==> config.mk <==
export PLATFORM = sky130hd
export DESIGN_NAME = hazard_ctrl
export DESIGN_NICKNAME = d
export VERILOG_FILES = /design/src/rtl/hazard_ctrl.sv
export SDC_FILE = /design/constraint.sdc
export NUM_CORES = 1
export LEC_CHECK = 0
export CELL_PAD_IN_SITES_DETAIL_PLACEMENT = 0
export CELL_PAD_IN_SITES_GLOBAL_PLACEMENT = 1
export CORE_MARGIN = 2
export CORE_UTILIZATION = 30
export DETAILED_ROUTE_END_ITERATION = 12
export PLACE_DENSITY = 0.81
export SLEW_MARGIN = 5
export SYNTH_ARGS = -nofsm -noshare
export SYNTH_HDL_FRONTEND = slang
export SYNTH_SLANG_ARGS = --single-unit
==> constraint.sdc <==
create_clock -name clk -period 1.86 [get_ports clk]
set_input_delay 0.186 -clock clk [delete_from_list [all_inputs] [get_ports clk]]
set_output_delay 0.186 -clock clk [all_outputs]
set_load 0.02 [all_outputs]
==> src/rtl/hazard_ctrl.sv <==
// hazard_ctrl: ID-stage hazard/stall controller for a 5-stage MIPS pipe with
// branch resolution in ID. Detects load-use and branch-operand hazards,
// freezes the pipe on data-memory wait, flushes IF/ID on taken branches,
// tracks stall state, counts events and flags overly long stalls.
// Optional build macro: JR_HAZARD_EN (jr treated as a branch consumer of rs).
module hazard_ctrl #(
    parameter int unsigned      REG_AW       = 5,
    parameter int unsigned      OPC_W        = 6,
    parameter logic [OPC_W-1:0] BEQ_OPC      = 6'b000100,
    parameter logic [OPC_W-1:0] BNE_OPC      = 6'b000101,
    parameter bit               BR_FWD_EXMEM = 1'b1,
    parameter int unsigned      CNT_W        = 16,
    parameter int unsigned      MAX_STALL    = 8
) (
    input  logic              clk,
    input  logic              rst,
    input  logic [OPC_W-1:0]  opc_id,
    input  logic [5:0]        funct_id,
    input  logic [REG_AW-1:0] rs_id,
    input  logic [REG_AW-1:0] rt_id,
    input  logic              rt_used_id,
    input  logic [REG_AW-1:0] dst_idex,
    input  logic              regwrite_idex,
    input  logic              memread_idex,
    input  logic [REG_AW-1:0] dst_exmem,
    input  logic              regwrite_exmem,
    input  logic              memread_exmem,
    input  logic              branch_taken_id,
    input  logic              mem_busy,
    input  logic              cnt_clr,
    output logic              pc_write,
    output logic              ifid_write,
    output logic              hazard_source,
    output logic              pipe_freeze,
    output logic              ifid_flush,
    output logic [1:0]        state,
    output logic [CNT_W-1:0]  stall_cnt,
    output logic [CNT_W-1:0]  mem_cnt,
    output logic [CNT_W-1:0]  flush_cnt,
    output logic              stall_err
);

    typedef enum logic [1:0] {
        RUN    = 2'd0,
        DSTALL = 2'd1,
        MWAIT  = 2'd2
    } state_t;

    localparam int unsigned     RL_W   = $clog2(MAX_STALL + 1);
    localparam logic [RL_W-1:0] RL_MAX = RL_W'(MAX_STALL);

    state_t          state_q;
    state_t          state_d;
    logic [RL_W-1:0] run_len;
    logic            stall_hit;

    logic is_jr;
    logic is_br;
    logic rt_chk;
    logic m_idex;
    logic m_exmem;
    logic load_use;
    logic br_haz;
    logic dstall;

`ifdef JR_HAZARD_EN
    assign is_jr = (opc_id == '0) && (funct_id == 6'b001000);
`else
    logic unused_funct;
    assign is_jr        = 1'b0;
    assign unused_funct = ^funct_id;
`endif

    // Decode the ID instruction and detect data hazards against ID/EX and EX/MEM
    always_comb begin
        is_br    = (opc_id == BEQ_OPC) || (opc_id == BNE_OPC) || is_jr;
        rt_chk   = rt_used_id && !is_jr;
        m_idex   = (dst_idex != '0) &&
                   ((dst_idex == rs_id) || (rt_chk && (dst_idex == rt_id)));
        m_exmem  = (dst_exmem != '0) &&
                   ((dst_exmem == rs_id) || (rt_chk && (dst_exmem == rt_id)));
        load_use = memread_idex && m_idex;
        br_haz   = is_br && ((regwrite_idex && m_idex) ||
                             (memread_exmem && m_exmem) ||
                             (!BR_FWD_EXMEM && regwrite_exmem && m_exmem));
        dstall   = load_use || br_haz;
    end

    // Pipeline controls (freeze > data stall > flush) and next FSM state
    always_comb begin
        pc_write      = 1'b1;
        ifid_write    = 1'b1;
        hazard_source = 1'b1;
        pipe_freeze   = 1'b0;
        ifid_flush    = 1'b0;
        state_d       = RUN;
        if (mem_busy) begin
            pipe_freeze = 1'b1;
            pc_write    = 1'b0;
            ifid_write  = 1'b0;
            state_d     = MWAIT;
        end else if (dstall) begin
            pc_write      = 1'b0;
            ifid_write    = 1'b0;
            hazard_source = 1'b0;
            state_d       = DSTALL;
        end else if (branch_taken_id) begin
            ifid_flush = 1'b1;
        end
    end

    // State register and length of the current non-RUN run
    always_ff @(posedge clk) begin
        if (rst) begin
            state_q <= RUN;
            run_len <= '0;
        end else begin
            state_q <= state_d;
            if (state_d == RUN)
                run_len <= '0;
            else if (run_len != RL_MAX)
                run_len <= run_len + RL_W'(1);
        end
    end

    // The edge that takes run_len to MAX_STALL is the one that raises stall_err
    assign stall_hit = (state_d != RUN) && (run_len >= RL_MAX - RL_W'(1));
    assign state     = state_q;

    // Saturating event counters and sticky stall timeout
    always_ff @(posedge clk) begin
        if (rst || cnt_clr) begin
            stall_cnt <= '0;
            mem_cnt   <= '0;
            flush_cnt <= '0;
            stall_err <= 1'b0;
        end else begin
            if (dstall && !mem_busy && (stall_cnt != '1))
                stall_cnt <= stall_cnt + CNT_W'(1);
            if (mem_busy && (mem_cnt != '1))
                mem_cnt <= mem_cnt + CNT_W'(1);
            if (ifid_flush && (flush_cnt != '1))
                flush_cnt <= flush_cnt + CNT_W'(1);
            if (stall_hit)
                stall_err <= 1'b1;
        end
    end

endmodule

Word-level counts from Yosys, hierarchy flattened
Index checks and enable logic that the tools add are counted.
Widths: inputs -> output; s select.
{ "totals": {"regBits": 55, "input_bits": 42, "output_inout_bits": 56} }
{ "op_classes": {"addsub": 4, "n_lt_le_gt_ge": 1, "eq_ne": 10, "n_mux": 9, "n_reduce_logical": 25} }
{ "ops": {"columns": ["operator", "count"], "rows": [
  ["$add 16x1->16 const B", 3],
  ["$ne 16x16->1 const B", 3],
  ["$eq 5x5->1", 4],
  ["$logic_and 1x1->1", 13],
  ["$eq 6x3->1 const B", 2],
  ["$reduce_bool 5->1", 2],
  ["$mux 1", 8],
  ["$logic_or 1x1->1", 6],
  ["$add 4x1->4 const B", 1],
  ["$ge 4x3->1 const B", 1],
  ["$ne 4x4->1 const B", 1],
  ["$logic_not 2->1", 1],
  ["$mux 2", 1],
  ["$reduce_bool 2->1", 1],
  ["$reduce_or 2->1", 1],
  ["$logic_not 1->1", 1]
]} }

Longest topological paths before layout
Gate-level depths: netlist (run 1).
{ "depth": {"depth_word": 12, "mapped_depth": 8} }

Worst setup path after synthesis (run 1)
OpenSTA, ideal clock, no wires.
{ "synth_path": {"kind": "input to output", "from": "input dst_idex[1]", "to": "output pc_write", "arrival_ps": 1928, "required_ps": 1674, "path_slack_ps": -254, "cell_stages": 7, "n_path_buf": 2, "cell_sequence": "or4_1 o22a_1 o21a_2 a22o_4 buf_6 nor2_1 buf_4"} }
{ "synth_via": {"elab_chain_len": 10, "word_cells_on_any_way": 13, "cone_classes": "eq/ne (2); mux (2); reduce/logical (9)"} }
{ "synth_rtl": {"columns": ["element", "line", "rtl"], "rows": [
  ["start: declaration", "22", "input logic [REG_AW-1:0] dst_idex,"],
  ["$eq 5x5->1", "79", "((dst_idex == rs_id) || (rt_chk && (dst_idex == rt_id)));"],
  ["$logic_and 1x1->1", "79", null],
  ["$logic_or 1x1->1", "79", null],
  ["$logic_and 1x1->1 (*)", "78", "m_idex = (dst_idex != '0) &&"],
  ["$logic_and 1x1->1", "83", "br_haz = is_br && ((regwrite_idex && m_idex) ||"],
  ["$logic_or 1x1->1", "83", null],
  ["$logic_and 1x1->1", "83", null],
  ["$logic_or 1x1->1 (*)", "86", "dstall = load_use || br_haz;"],
  ["$mux 1 (*) (2 in a row)", null, null],
  ["end: declaration", "31", "output logic pc_write,"]
]} }
Mark *: on every way between the ends. The rest lies on a longest branch, timed or not.

Final worst setup path (run 1)
{ "layout_path": {"from": "input dst_exmem[3]", "to": "register flush_cnt[8]"} }
{ "layout_via": {"elab_chain_len": 11, "word_cells_on_any_way": 13, "cone_classes": "eq/ne (2); mux (2); reduce/logical (9)"} }
{ "layout_rtl": {"columns": ["element", "line", "rtl"], "rows": [
  ["start: declaration", "25", "input logic [REG_AW-1:0] dst_exmem,"],
  ["$eq 5x5->1", "81", "((dst_exmem == rs_id) || (rt_chk && (dst_exmem == rt_id)));"],
  ["$logic_and 1x1->1", "81", null],
  ["$logic_or 1x1->1", "81", null],
  ["$logic_and 1x1->1 (*)", "80", "m_exmem = (dst_exmem != '0) &&"],
  ["$logic_and 1x1->1 (*)", "84", "(memread_exmem && m_exmem) ||"],
  ["$logic_or 1x1->1 (*)", "83", null],
  ["$logic_and 1x1->1 (*)", "83", null],
  ["$logic_or 1x1->1 (*)", "86", null],
  ["$mux 1 (*)", "102", "end else if (dstall) begin"],
  ["$mux 1 (*)", "97", "if (mem_busy) begin"],
  ["$logic_and 1x1->1 (*)", "142", "if (ifid_flush && (flush_cnt != '1))"],
  ["end signal: assignment", "143", "flush_cnt <= flush_cnt + CNT_W'(1);"],
  ["end: declaration", "39", "output logic [CNT_W-1:0] flush_cnt,"]
]} }
Marked as above.
A chain may end at the register's enable or synchronous reset.

==> results.sh, run 1 <==
export IMPL_cts_max_level=2
export IMPL_synth_seq_cells=55
export IMPL_critPathLaunchType="input pin"
export IMPL_finalCritPeriodShare_pct=102
export IMPL_wirelength_um=9220
export IMPL_worst_slew_pin_slew_ps=640
export IMPL_max_freq_ghz=0.529
export IMPL_design_area_mm2=0.00474
export IMPL_wl_per_cell_um=14.3
export IMPL_arrival_ps=2140
export IMPL_first_iter_violations=157
export IMPL_die_h_um=104
export IMPL_dpl_cell_area_mm2=0.00443
export IMPL_hold_buffers=0
export IMPL_dr_wl_met3_um=539
export IMPL_top_layer="met4"
export IMPL_core_area_mm2=0.00977
export IMPL_synth_xor_area_share_pct=8.98
export IMPL_finalSetupViolations=2
export IMPL_synth_edf_count=0
export IMPL_slew_violations=0
export IMPL_total_power_w=0.00223
export IMPL_cts_root_buf="clkbuf_8"
export IMPL_grt_max_degree=41
export IMPL_synth_mux_area_share_pct=1.37
export IMPL_ys_seq_area_share_pct=36.4
export IMPL_synth_adder_area_share_pct=2.07
export IMPL_grt_pass1_vias=3195
export IMPL_grt_ovfl_total=0
export IMPL_finalNonFillerCells=645
export IMPL_clock_path_buffers=2
export IMPL_synth_ff_type="dfxtp_1"
export IMPL_layout_nets=558
export IMPL_layout_min_cycle_time_ps=1890
export IMPL_violations="negative setup slack"
export IMPL_critical_path_max_fanout=7
export IMPL_crit_path_end_kind="register"
export IMPL_p_leak_nw=1.67
export IMPL_cts_buffers=5
export IMPL_drc_errors=0
export IMPL_crit_type="in -> reg"
export IMPL_rsz0062_at_grt="yes"
export IMPL_die_area_mm2=0.0109
export IMPL_syn_to_final_growth_pct=56.9
export IMPL_clock_latency_ps=310
export IMPL_grt_usage_pct=16.4
export IMPL_synth_top_family_by_area="simple AND/OR/NAND/NOR gates"
export IMPL_hpwlAfterDp_um=6760
export IMPL_place_congestion=0.851
export IMPL_max_slew_margin_rel_pct=57.4
export IMPL_drive_above_1_share_pct=23.0
export IMPL_cap_viol_max_count=0
export IMPL_syn_avg_cell_area_um2=8.13
export IMPL_firstDrtPassIters=4
export IMPL_clkSinkCount=55
export IMPL_antenna_found_initial=0
export IMPL_fin_skew_ps=7.94
export IMPL_vdd_drop_max_uv=419
export IMPL_synth_compound_area_share_pct=18.1
export IMPL_ant_nets=0
export IMPL_setup_ws_ps=-28.6
export IMPL_m1WireLength_um=4260
export IMPL_required_ps=2110
export IMPL_synth_distinct_cells=50
export IMPL_grt_pass1_wl_um=15100
export IMPL_status="finished with violations"
export IMPL_ys_async_sr_fraction_pct=0
export IMPL_fin_hold_ws_ps=469
export IMPL_port_buffers=89
export IMPL_syn_nets=419
export IMPL_num_vias=3336
export IMPL_ios=98
export IMPL_synthSimpleGateAreaFrac_pct=29.4
export IMPL_routed_via_density=5.17
export IMPL_cts_tree="yes"
export IMPL_final_cell_mix="clkdlybuf4s50_1 (60), buf_4 (56), dfxtp_1 (53)"
export IMPL_routed_wl_met2_um=4270
export IMPL_num_antenna_cells=0
export IMPL_p_per_area_mw_per_mm2=471
export IMPL_yosys_area_top_type="dfxtp_1"
export IMPL_dp_cells=631
export IMPL_start_util_pct=30.9
export IMPL_yosysTopAreaCellShare_pct=36.4
export IMPL_hp_class="reg -> reg"
export IMPL_final_hold_viol_count=0
export IMPL_synth_area_mm2=0.00302
export IMPL_die_w_um=104
export IMPL_synth_cells=372
export IMPL_num_rows=36
export IMPL_cts_clk_slew_worst_paths_ps=100
export IMPL_ys_warn_count=0
export IMPL_final_common_cell="clkdlybuf4s50_1"
export IMPL_synth_area_leaders="dfxtp_1 (36%), xnor2_1 (7.5%), a21oi_1 (5.3%)"
export IMPL_num_fill_cells=951
cell type report:
type                       count  area [um2]  share of cell area, %
timing repair buffer         149        1380                   29.0
inverter                       5        18.8                  0.396
tap                          133         166                   3.51
sequential                    55        1100                   23.3
multi-input combinational    295        1980                   41.7
clock buffer                   8         100                   2.11
Yosys cell counts, types with 6 or more instances:
master / n
dfxtp_1: 55
nor2_1: 33
a21oi_1: 32
nand2_1: 31
nand3_1: 30
xnor2_1: 26
o21ai_0: 18
nand4_1: 15
or3_1: 14
or4_1: 12
o31ai_1: 11
clkbuf_1: 9
and3_1: 7
and4_1: 6
routing by layer:
layer	track usage (%)	up-vias
li1	-	1667
met1	22.1	1564
met2	26.5	92
met3	3.82	13
met4	4.05	0
met5	0	-
critical path: stages:
cell,delay (ps)
buf_6,90
or4_4,530
o211a_1,260
a22o_4,330
buf_8,150
buf_12,120
or3_4,360
a21oi_2,110
through the flow:
stage	util [%]	worst slack (ps)	setup TNS [ps]
floorplan	-	-14.9	-26.3
global placement	45.3	-807	-23910
detailed placement	45.3	-823	-25240
CTS	47.2	-84.2	-247
global route	48.5	-58.4	-449
finish	48.5	-28.6	-29.9
path summary, 6_finish.rpt:
kind           startpoint       endpoint  slack [ps]  cells after the start
max reg2reg  flush_cnt[5]  flush_cnt[13]          40                      5
max          dst_exmem[3]   flush_cnt[8]         -30                      8
min reg2reg     stall_err      stall_err         470                      2
min             stall_err      stall_err         470                      2
registers in the layout, summed over array words and instances, names as in the netlist:
name	flops
run_len	4
state	2
mem_cnt	16
stall_err	1
flush_cnt	16
stall_cnt	16
power by group:
part           switching [W]  leakage (nW)  total, W  internal (W)
registers         0.00000526         0.445   0.00119       0.00118
logic               0.000148          1.17  0.000311      0.000163
clock network       0.000393        0.0515  0.000734      0.000341
repair_timing:
item,4_1_cts,5_1_grt
hold endpoints to repair,0,0
setup buffers,2,3
pin swaps,20,18
gates resized for setup,85,29
gates cloned,1,0
setup endpoints to repair,40,24
cell families (layout without fill, tap and decap cells):
| family | count (synthesis) | in the layout |
|---|---|---|
| buf+inv | 22 | 162 |
| simple gates | 169 | 169 |
| flops | 55 | 55 |
| compound gates | 86 | 86 |
| fa+ha+maj | 5 | 5 |
| mux | 4 | 4 |
| xor+xnor | 31 | 31 |
(Power assumes the default switching activity.)
==> run 2: changes to the inputs <==
- CORE_MARGIN: 2 -> 1.5
==> run 2 against run 1 <==
The run still ends with negative setup slack left. Core utilization is 0.20 points higher. Worst hold slack worse by 3.1 ps. Combinational power is 3% higher. Cell count is 0.16% lower. Die area is 1.9% lower. Sequential power hardly changed. Wire length is 0.44% higher. Fmax is 0.87% higher. Sequential cell count stayed put. Clock-buffer cell count is 3 lower.
==> results.sh, run 2 (synthesis results as in run 1) <==
export IMPL_required_ps=1670
export IMPL_ff_latch_area_mm2=0.00110
export IMPL_place_congestion=0.820
export IMPL_finalNonFillerCells=644
export IMPL_dp_cells=627
export IMPL_num_antenna_cells=0
export IMPL_path_depth=6
export IMPL_die_h_um=103
export IMPL_critPathMostFrequentCell="buf_6"
export IMPL_hpwlAfterDp_um=6630
export IMPL_ios=98
export IMPL_wl_per_cell_um=14.4
export IMPL_max_slew_margin_rel_pct=61.8
export IMPL_firstDrtPassIters=4
export IMPL_cap_viol_max_count=0
export IMPL_use_met3_pct=3.43
export IMPL_grtUsageMet2_pct=29.7
export IMPL_clock_latency_ps=320
export IMPL_port_buffers=89
export IMPL_clkSinkCount=55
export IMPL_grt_max_degree=26
export IMPL_core_area_mm2=0.00977
export IMPL_cts_tree="yes"
export IMPL_start_util_pct=30.9
export IMPL_critical_path_max_stage_delay_ps=520
export IMPL_cts_clk_slew_worst_paths_ps=100
export IMPL_syn_to_final_growth_pct=57.6
export IMPL_finalCritPeriodShare_pct=101
export IMPL_gr_max_usage_layer="met2"
export IMPL_fin_hold_ws_ps=466
export IMPL_ant_nets=0
export IMPL_cts_root_buf="clkbuf_8"
export IMPL_grt_use_met1_pct=20.6
export IMPL_top_regs="flush_cnt: 16 flops, mem_cnt: 16 flops, stall_cnt: 16 flops"
export IMPL_critical_path_max_fanout=4
export IMPL_cts_buffers=5
export IMPL_die_w_um=103
export IMPL_cts_max_level=2
export IMPL_die_area_mm2=0.0107
export IMPL_crit_path_end_kind="output port"
export IMPL_max_freq_ghz=0.534
export IMPL_layout_min_cycle_time_ps=1870
export IMPL_finalSetupViolations=1
export IMPL_crit_family="simple AND/OR/NAND/NOR gates"
export IMPL_rsz0062_at_grt="yes"
export IMPL_final_hold_viol_count=0
export IMPL_routed_via_density=5.09
export IMPL_layout_nets=557
export IMPL_min_path_cells=2
export IMPL_p_per_area_mw_per_mm2=494
export IMPL_drc_errors=0
export IMPL_design_area_mm2=0.00476
export IMPL_clock_path_buffers=2
export IMPL_slew_violations=0
export IMPL_grt_pass1_vias=3115
export IMPL_fin_skew_ps=13.2
export IMPL_crit_type="in -> out"
export IMPL_worst_slew_pin_slew_ps=574
export IMPL_cp_slowest_cell="or4_4"
export IMPL_setup_ws_ps=-12.4
export IMPL_num_fill_cells=961
export IMPL_grt_usage_pct=16.6
export IMPL_drive_above_1_share_pct=22.7
export IMPL_antenna_found_initial=0
export IMPL_multi_input_area_mm2=0.00195
export IMPL_critPathLaunchType="input pin"
export IMPL_cp_cell_sequence="buf_6, or4_4, o211a_4, a22oi_2, and2_4, buf_6"
export IMPL_vdd_drop_max_uv=335
export IMPL_wirelength_um=9260
export IMPL_final_cell_mix="clkdlybuf4s50_1 (60), dfxtp_1 (54), buf_4 (53)"
export IMPL_dpl_cell_area_mm2=0.00440
export IMPL_first_iter_violations=99
export IMPL_critPathBufInv=2
export IMPL_num_vias=3279
export IMPL_status="finished with violations"
export IMPL_violations="negative setup slack"
export IMPL_grt_ovfl_total=0
export IMPL_arrival_ps=1690
export IMPL_num_rows=36
export IMPL_p_leak_nw=1.72
export IMPL_hp_class="reg -> reg"
export IMPL_r2r_cells=6
export IMPL_grt_pass1_wl_um=14200
export IMPL_fin_tns_setup_ps=-12.4
export IMPL_final_common_cell="clkdlybuf4s50_1"
[run 2: layout make-up]
type	instances	share of cell area [%]
tap	133	3.49
inverter	5	0.394
sequential	55	23.1
timing repair buffer	148	29.5
clock inverter	3	0.998
clock buffer	5	1.44
multi-input combinational	295	41.0
[run 2: worst paths after layout]
check | from | endpoint | slack, ps
setup reg to reg | flush_cnt[10] | flush_cnt[4] | 90
hold / removal | stall_err | stall_err | 470
hold reg to reg | stall_err | stall_err | 470
setup / recovery | dst_exmem[3] | ifid_flush | -10
[run 2: power by group]
group	switching (W)	internal (W)
clock network	0.000436	0.000409
logic	0.000147	0.000172
registers	0.00000571	0.00118
total	0.000589	0.00176
[run 2: tightest hold or removal path, cell delays in order (launching register included)]
cell and delay, ps:
dfxtp_1 320, nand2_1 50, o31ai_1 50
[run 2: metal layers]
| layer | vias up | part of all wire, % | wire length [um] |
|---|---|---|---|
| li1 | 1655 | - | - |
| met1 | 1550 | 45 | 4140 |
| met2 | 70 | 49 | 4570 |
| met3 | 4 | 5.6 | 523 |
| met4 | 0 | 0.31 | 29 |
| met5 | - | 0 | 0 |
[run 2: through the flow]
step | utilization (%) | total power (W) | worst slack, ps
global placement | 45.0 | 0.00151 | -780
detailed placement | 45.0 | 0.00151 | -780
finish | 48.7 | 0.00235 | -12.4
CTS | 46.8 | 0.00236 | -94.2
floorplan | - | 0.00135 | -14.9
global route | 48.7 | 0.00245 | -78.1
[run 2: what timing repair did]
action	in CTS	in global routing
gates cloned	1	2
pin swaps	8	7
gates resized for setup	76	34
setup buffers	0	6
endpoints found under the hold margin	0	0
endpoints found under the setup margin	40	32
hold buffers	0	0
==> run 3: changes to the inputs <==
- CORE_UTILIZATION: 30 -> 33
- GPL_ROUTABILITY_DRIVEN: default -> 1
- PLACE_DENSITY: 0.81 -> 0.83
- clock period: 1.86 -> 1.8 ns (I/O delays scaled with it)
==> run 3 against run 2 <==
The flow finishes with violations (design-rule violations, negative setup slack). Cell count shrank 0.47%. Clock power shrank 15%. Die area shrank 8.8%. Clock-buffer cell count is the same. Sequential power grew 3%. Critical path depth grew 1.
==> results.sh, run 3 (synthesis results as in run 1) <==
export IMPL_top_regs="flush_cnt: 16 flops, mem_cnt: 16 flops, stall_cnt: 16 flops"
export IMPL_drc_errors=10
export IMPL_wl_per_cell_um=16.1
export IMPL_wirelength_um=10400
export IMPL_rsz0062_at_grt="yes"
export IMPL_start_util_pct=34.3
export IMPL_r2r_end="flush_cnt[5]"
export IMPL_ant_nets=0
export IMPL_clock_latency_ps=320
export IMPL_final_common_cell="buf_4"
export IMPL_hpwlAfterDp_um=6930
export IMPL_num_fill_cells=774
export IMPL_num_vias=3509
export IMPL_setup_ws_ps=-130
export IMPL_critical_path_max_fanout=4
export IMPL_grt_max_degree=26
export IMPL_arrival_ps=1750
export IMPL_p_leak_nw=1.86
export IMPL_rrSetupSlack_ps=50
export IMPL_p_per_area_mw_per_mm2=453
export IMPL_cp_cell_sequence="buf_6, or4_4, o211a_4, a22oi_2, buf_4, and2_4, buf_6"
export IMPL_finalSetupViolations=17
export IMPL_fin_skew_ps=12.3
export IMPL_slew_violations=0
export IMPL_port_buffers=89
export IMPL_die_h_um=98.7
export IMPL_min_to="stall_err"
export IMPL_layout_min_cycle_time_ps=1930
export IMPL_critPathLaunchType="input pin"
export IMPL_clkSinkCount=55
export IMPL_grtUsageMet2_pct=36.3
export IMPL_first_iter_violations=185
export IMPL_final_cell_mix="buf_4 (66), clkdlybuf4s50_1 (60), dfxtp_1 (46)"
export IMPL_vdd_drop_max_uv=327
export IMPL_cap_viol_max_count=0
export IMPL_critPathMostFrequentCell="buf_6"
export IMPL_layout_nets=579
export IMPL_grt_pass1_vias=3352
export IMPL_antenna_found_initial=0
export IMPL_cp_slowest_cell="or4_4"
export IMPL_cts_max_level=2
export IMPL_hp_start="stall_err"
export IMPL_finalNonFillerCells=641
export IMPL_total_power_w=0.00231
export IMPL_cts_root_buf="clkbuf_8"
export IMPL_dp_cells=615
export IMPL_crit_type="in -> out"
export IMPL_die_area_mm2=0.00975
export IMPL_hp_class="reg -> reg"
export IMPL_max_slew_margin_rel_pct=59.4
export IMPL_status="finished with violations"
export IMPL_cts_clk_slew_worst_paths_ps=110
export IMPL_num_antenna_cells=0
export IMPL_die_w_um=98.7
export IMPL_grt_use_met1_pct=24.8
export IMPL_place_congestion=0.865
export IMPL_cts_buffers=5
export IMPL_grt_pass1_wl_um=16100
export IMPL_grt_usage_pct=20.0
export IMPL_routed_via_density=5.47
export IMPL_max_freq_ghz=0.518
export IMPL_num_rows=34
export IMPL_finalCritPeriodShare_pct=107
export IMPL_firstDrtPassIters=9
export IMPL_r2r_cells=5
export IMPL_critical_path_max_stage_delay_ps=530
export IMPL_syn_to_final_growth_pct=68.6
export IMPL_ios=98
export IMPL_use_met3_pct=3.90
export IMPL_violations="design-rule violations, negative setup slack"
export IMPL_cts_tree="yes"
export IMPL_final_hold_viol_count=0
export IMPL_crit_path_end_kind="output port"
export IMPL_core_area_mm2=0.00881
export IMPL_gr_max_usage_layer="met2"
export IMPL_clock_path_buffers=2
export IMPL_hold_buffers=0
export IMPL_grt_ovfl_total=0
export IMPL_worst_slew_pin_slew_ps=609
export IMPL_r2r_start="flush_cnt[10]"
export IMPL_drive_above_1_share_pct=31.3
export IMPL_required_ps=1620
export IMPL_min_path_cells=2
==> run 3: layout make-up <==
cell class	count	area, um2	area share, %
Tap cell	108	135	2.65
Clock inverter	3	25.0	0.491
Clock buffer	5	68.8	1.35
Inverter	5	18.8	0.368
Multi-Input combinational cell	295	2070	40.6
Sequential cell	55	1110	21.8
Timing Repair Buffer	170	1670	32.7
==> run 3: worst max-delay path, delay by kind of cell <==
kind	cells	cell delay, ps
buffers and inverters	3	360
and+or+nand+nor	2	660
AOI/OAI and AO/OA	2	540
==> run 3: what timing repair did <==
item | CTS | global route
setup endpoints to repair | 40 | 38
pin swaps | 14 | 30
setup buffers | 8 | 6
resized for setup | 97 | 60
cloned | 4 | 2
==> run 3: worst max path at each step <==
stage | from | end | slack (ps)
floorplan | dst_exmem[1] | flush_cnt[5] | -70
global placement | dst_exmem[2] | ifid_write | -840
detailed placement | dst_exmem[2] | flush_cnt[4] | -870
CTS | dst_idex[2] | ifid_write | -160
global route | dst_idex[1] | pc_write | -170
finish | dst_exmem[4] | ifid_flush | -130
==> run 3: metal layers <==
layer	routed length, um	vias to the layer above
met3	698	14
met1	4370	1664
met4	125	0
met2	5160	128
met5	0	-
li1	-	1703
==> run 3: where the power goes <==
part / switching, W / internal, W
clock network: 0.000442 / 0.000280
logic: 0.000167 / 0.000194
registers: 0.00000599 / 0.00122
==> run 3: through the flow <==
| stage | setup TNS, ps | hold slack (ps) | setup WS (ps) | utilization [%] | cell area (um2) |
|---|---|---|---|---|---|
| final | -1020 | 466 | -130 | 57.9 | 5100 |
| after detailed placement | -27650 | 445 | -865 | 50.7 | 4470 |
| after floorplan | -129 | 252 | -68.9 | - | 3070 |
| after global routing | -1700 | 498 | -166 | 57.9 | 5100 |
| after CTS | -1950 | 467 | -158 | 55.1 | 4850 |
| after global placement | -25730 | 439 | -836 | 50.7 | 4470 |
==> variant: new RTL, flow settings as in run 1 <==
Register the output `flush_cnt` once more, with the module's reset; this adds one clock of latency there. The other outputs are not delayed to match.
--- a/src/rtl/hazard_ctrl.sv
+++ b/src/rtl/hazard_ctrl.sv
@@ -48,6 +48,8 @@
 
     localparam int unsigned     RL_W   = $clog2(MAX_STALL + 1);
     localparam logic [RL_W-1:0] RL_MAX = RL_W'(MAX_STALL);
+
+    logic [CNT_W-1:0] flush_cnt_s0;
 
     state_t          state_q;
     state_t          state_d;
@@ -132,19 +134,27 @@
         if (rst || cnt_clr) begin
             stall_cnt <= '0;
             mem_cnt   <= '0;
-            flush_cnt <= '0;
+            flush_cnt_s0 <= '0;
             stall_err <= 1'b0;
         end else begin
             if (dstall && !mem_busy && (stall_cnt != '1))
                 stall_cnt <= stall_cnt + CNT_W'(1);
             if (mem_busy && (mem_cnt != '1))
                 mem_cnt <= mem_cnt + CNT_W'(1);
-            if (ifid_flush && (flush_cnt != '1))
-                flush_cnt <= flush_cnt + CNT_W'(1);
+            if (ifid_flush && (flush_cnt_s0 != '1))
+                flush_cnt_s0 <= flush_cnt_s0 + CNT_W'(1);
             if (stall_hit)
                 stall_err <= 1'b1;
         end
     end
 
+    always_ff @(posedge clk) begin
+        if (rst) begin
+            flush_cnt <= '0;
+        end else begin
+            flush_cnt <= flush_cnt_s0;
+        end
+    end
+
 endmodule
 
Formal check against the unedited RTL: not equivalent (Yosys sat finds a counterexample within 4 cycles, from zero or initial values and one cycle with rst high).
==> variant against run 1 <==
- the flow still finishes with violations (setup timing)
- final area increased by 17%
- area after synthesis increased by 15%
- worst setup slack got worse by 110 ps
- global-route usage decreased by 0.94 points
- sequential cell count increased by 16
- wire length increased by 8.6%
- fmax decreased by 5.7%
- total power increased by 72%
- first-iteration DRC count decreased by 28%
- critical path depth increased by 1
==> variant: results (changes against run 1) <==
[place]
dpl_cell_area_sq_um = 4990  ; was 4430 sq um
gp_congestion = 0.812  ; was 0.851
dp_slack_ps = -851  ; was -823 ps
dp.cells = 672  ; was 631

[global_route]
grt_max_degree = 22  ; was 41
grt_pass1_wl_microns = 16000  ; was 15100 microns

[cells_and_area]
nClkBuffers = 10  ; was 8
drive_gt1_share_pct = 29.4  ; was 23.0%
register_area_sq_um = 1440  ; was 1100 sq um
syn2layout_area_growth_pct = 60.7  ; was 56.9%
fin_nets = 596  ; was 558
final-nonclk-buf-share_pct = 25.6  ; was 29.0%
seq_cell_count = 71  ; was 55
inverters = 9  ; was 5

[route]
vias = 3491  ; was 3336
wl_per_cell_microns = 14.4  ; was 14.3 microns
vias_per_cell = 5.01  ; was 5.17

[clock_tree]
cts_made_buffers = 9  ; was 5
postCtsSetupRepairBufs = 8  ; was 2

[run_status]
status = finished with violations  ; unchanged
violations = setup timing  ; unchanged

[worst_setup_path]
crit_type = reg -> reg  ; was in -> reg
r2r.worst_path.cells = 9  ; was 5
crit_path_max_incr_delay_ps = 410  ; was 530 ps
cp.arrival_ps = 2260  ; was 2140 ps

[pwr]
irDropWorstVdd_v = 0.000480  ; was 0.000419 V
internal_power_w = 0.00297  ; was 0.00169 W
p_leak_nw = 2.12  ; was 1.67 nW
finalPower_w = 0.00385  ; was 0.00223 W
pg_clk_w = 0.00199  ; was 0.000734 W
p_comb_w = 0.000331  ; was 0.000311 W

[sta]
finalSetupViolations = 12  ; was 2
setup_ws_ps = -143  ; was -28.6 ps

[yosys]
synth_area_sq_um = 3470  ; was 3020 sq um
synthTopCellsByArea = dfxtp_1 41%, xnor2_1 6.3%, nor2_1 3.7%, xor2_1 3.5%, nand4_1 3.4%  ; was dfxtp_1 36%, xnor2_1 7.5%, a21oi_1 5.3%, nand3_1 5.0%, nor2_1 4.1%
synth_area_per_cell_sq_um = 8.89  ; was 8.13 sq um

[variant: cell count changes in the layout (fill, tap and decap cells not counted), moves of 10 or more]
cell	run 1	this run
buf_4	56	66
dlygate4sd2_1	17	7
nand3_1	29	18
clkbuf_16	0	10
nor2b_1	1	15
[variant: cell families after synthesis]
group	after synthesis	share of synthesized area [%]
and+or+nand+nor	179	28.9
DFF	71	41.0
AOI/OAI and AO/OA	66	13.1
xor gates and xnor gates	39	9.85
buffers and inverters	23	3.25
muxes	7	2.02
adders and majority gates	5	1.80
[variant: per-layer routing]
| metal | GRT usage (%) | share of wire (%) | routed length (microns) |
|---|---|---|---|
| met1 | 19.0 | 44 | 4450 |
| met2 | 27.1 | 50 | 5050 |
| met3 | 4.52 | 4.7 | 475 |
| met4 | 3.46 | 0.33 | 33 |
| met5 | 0 | 0 | 0 |
[variant: tightest hold or removal path, cell delays in order, from the launching register on]
cell and delay (ps):
dfxtp_1 310, nand2_1 50, o31ai_1 60
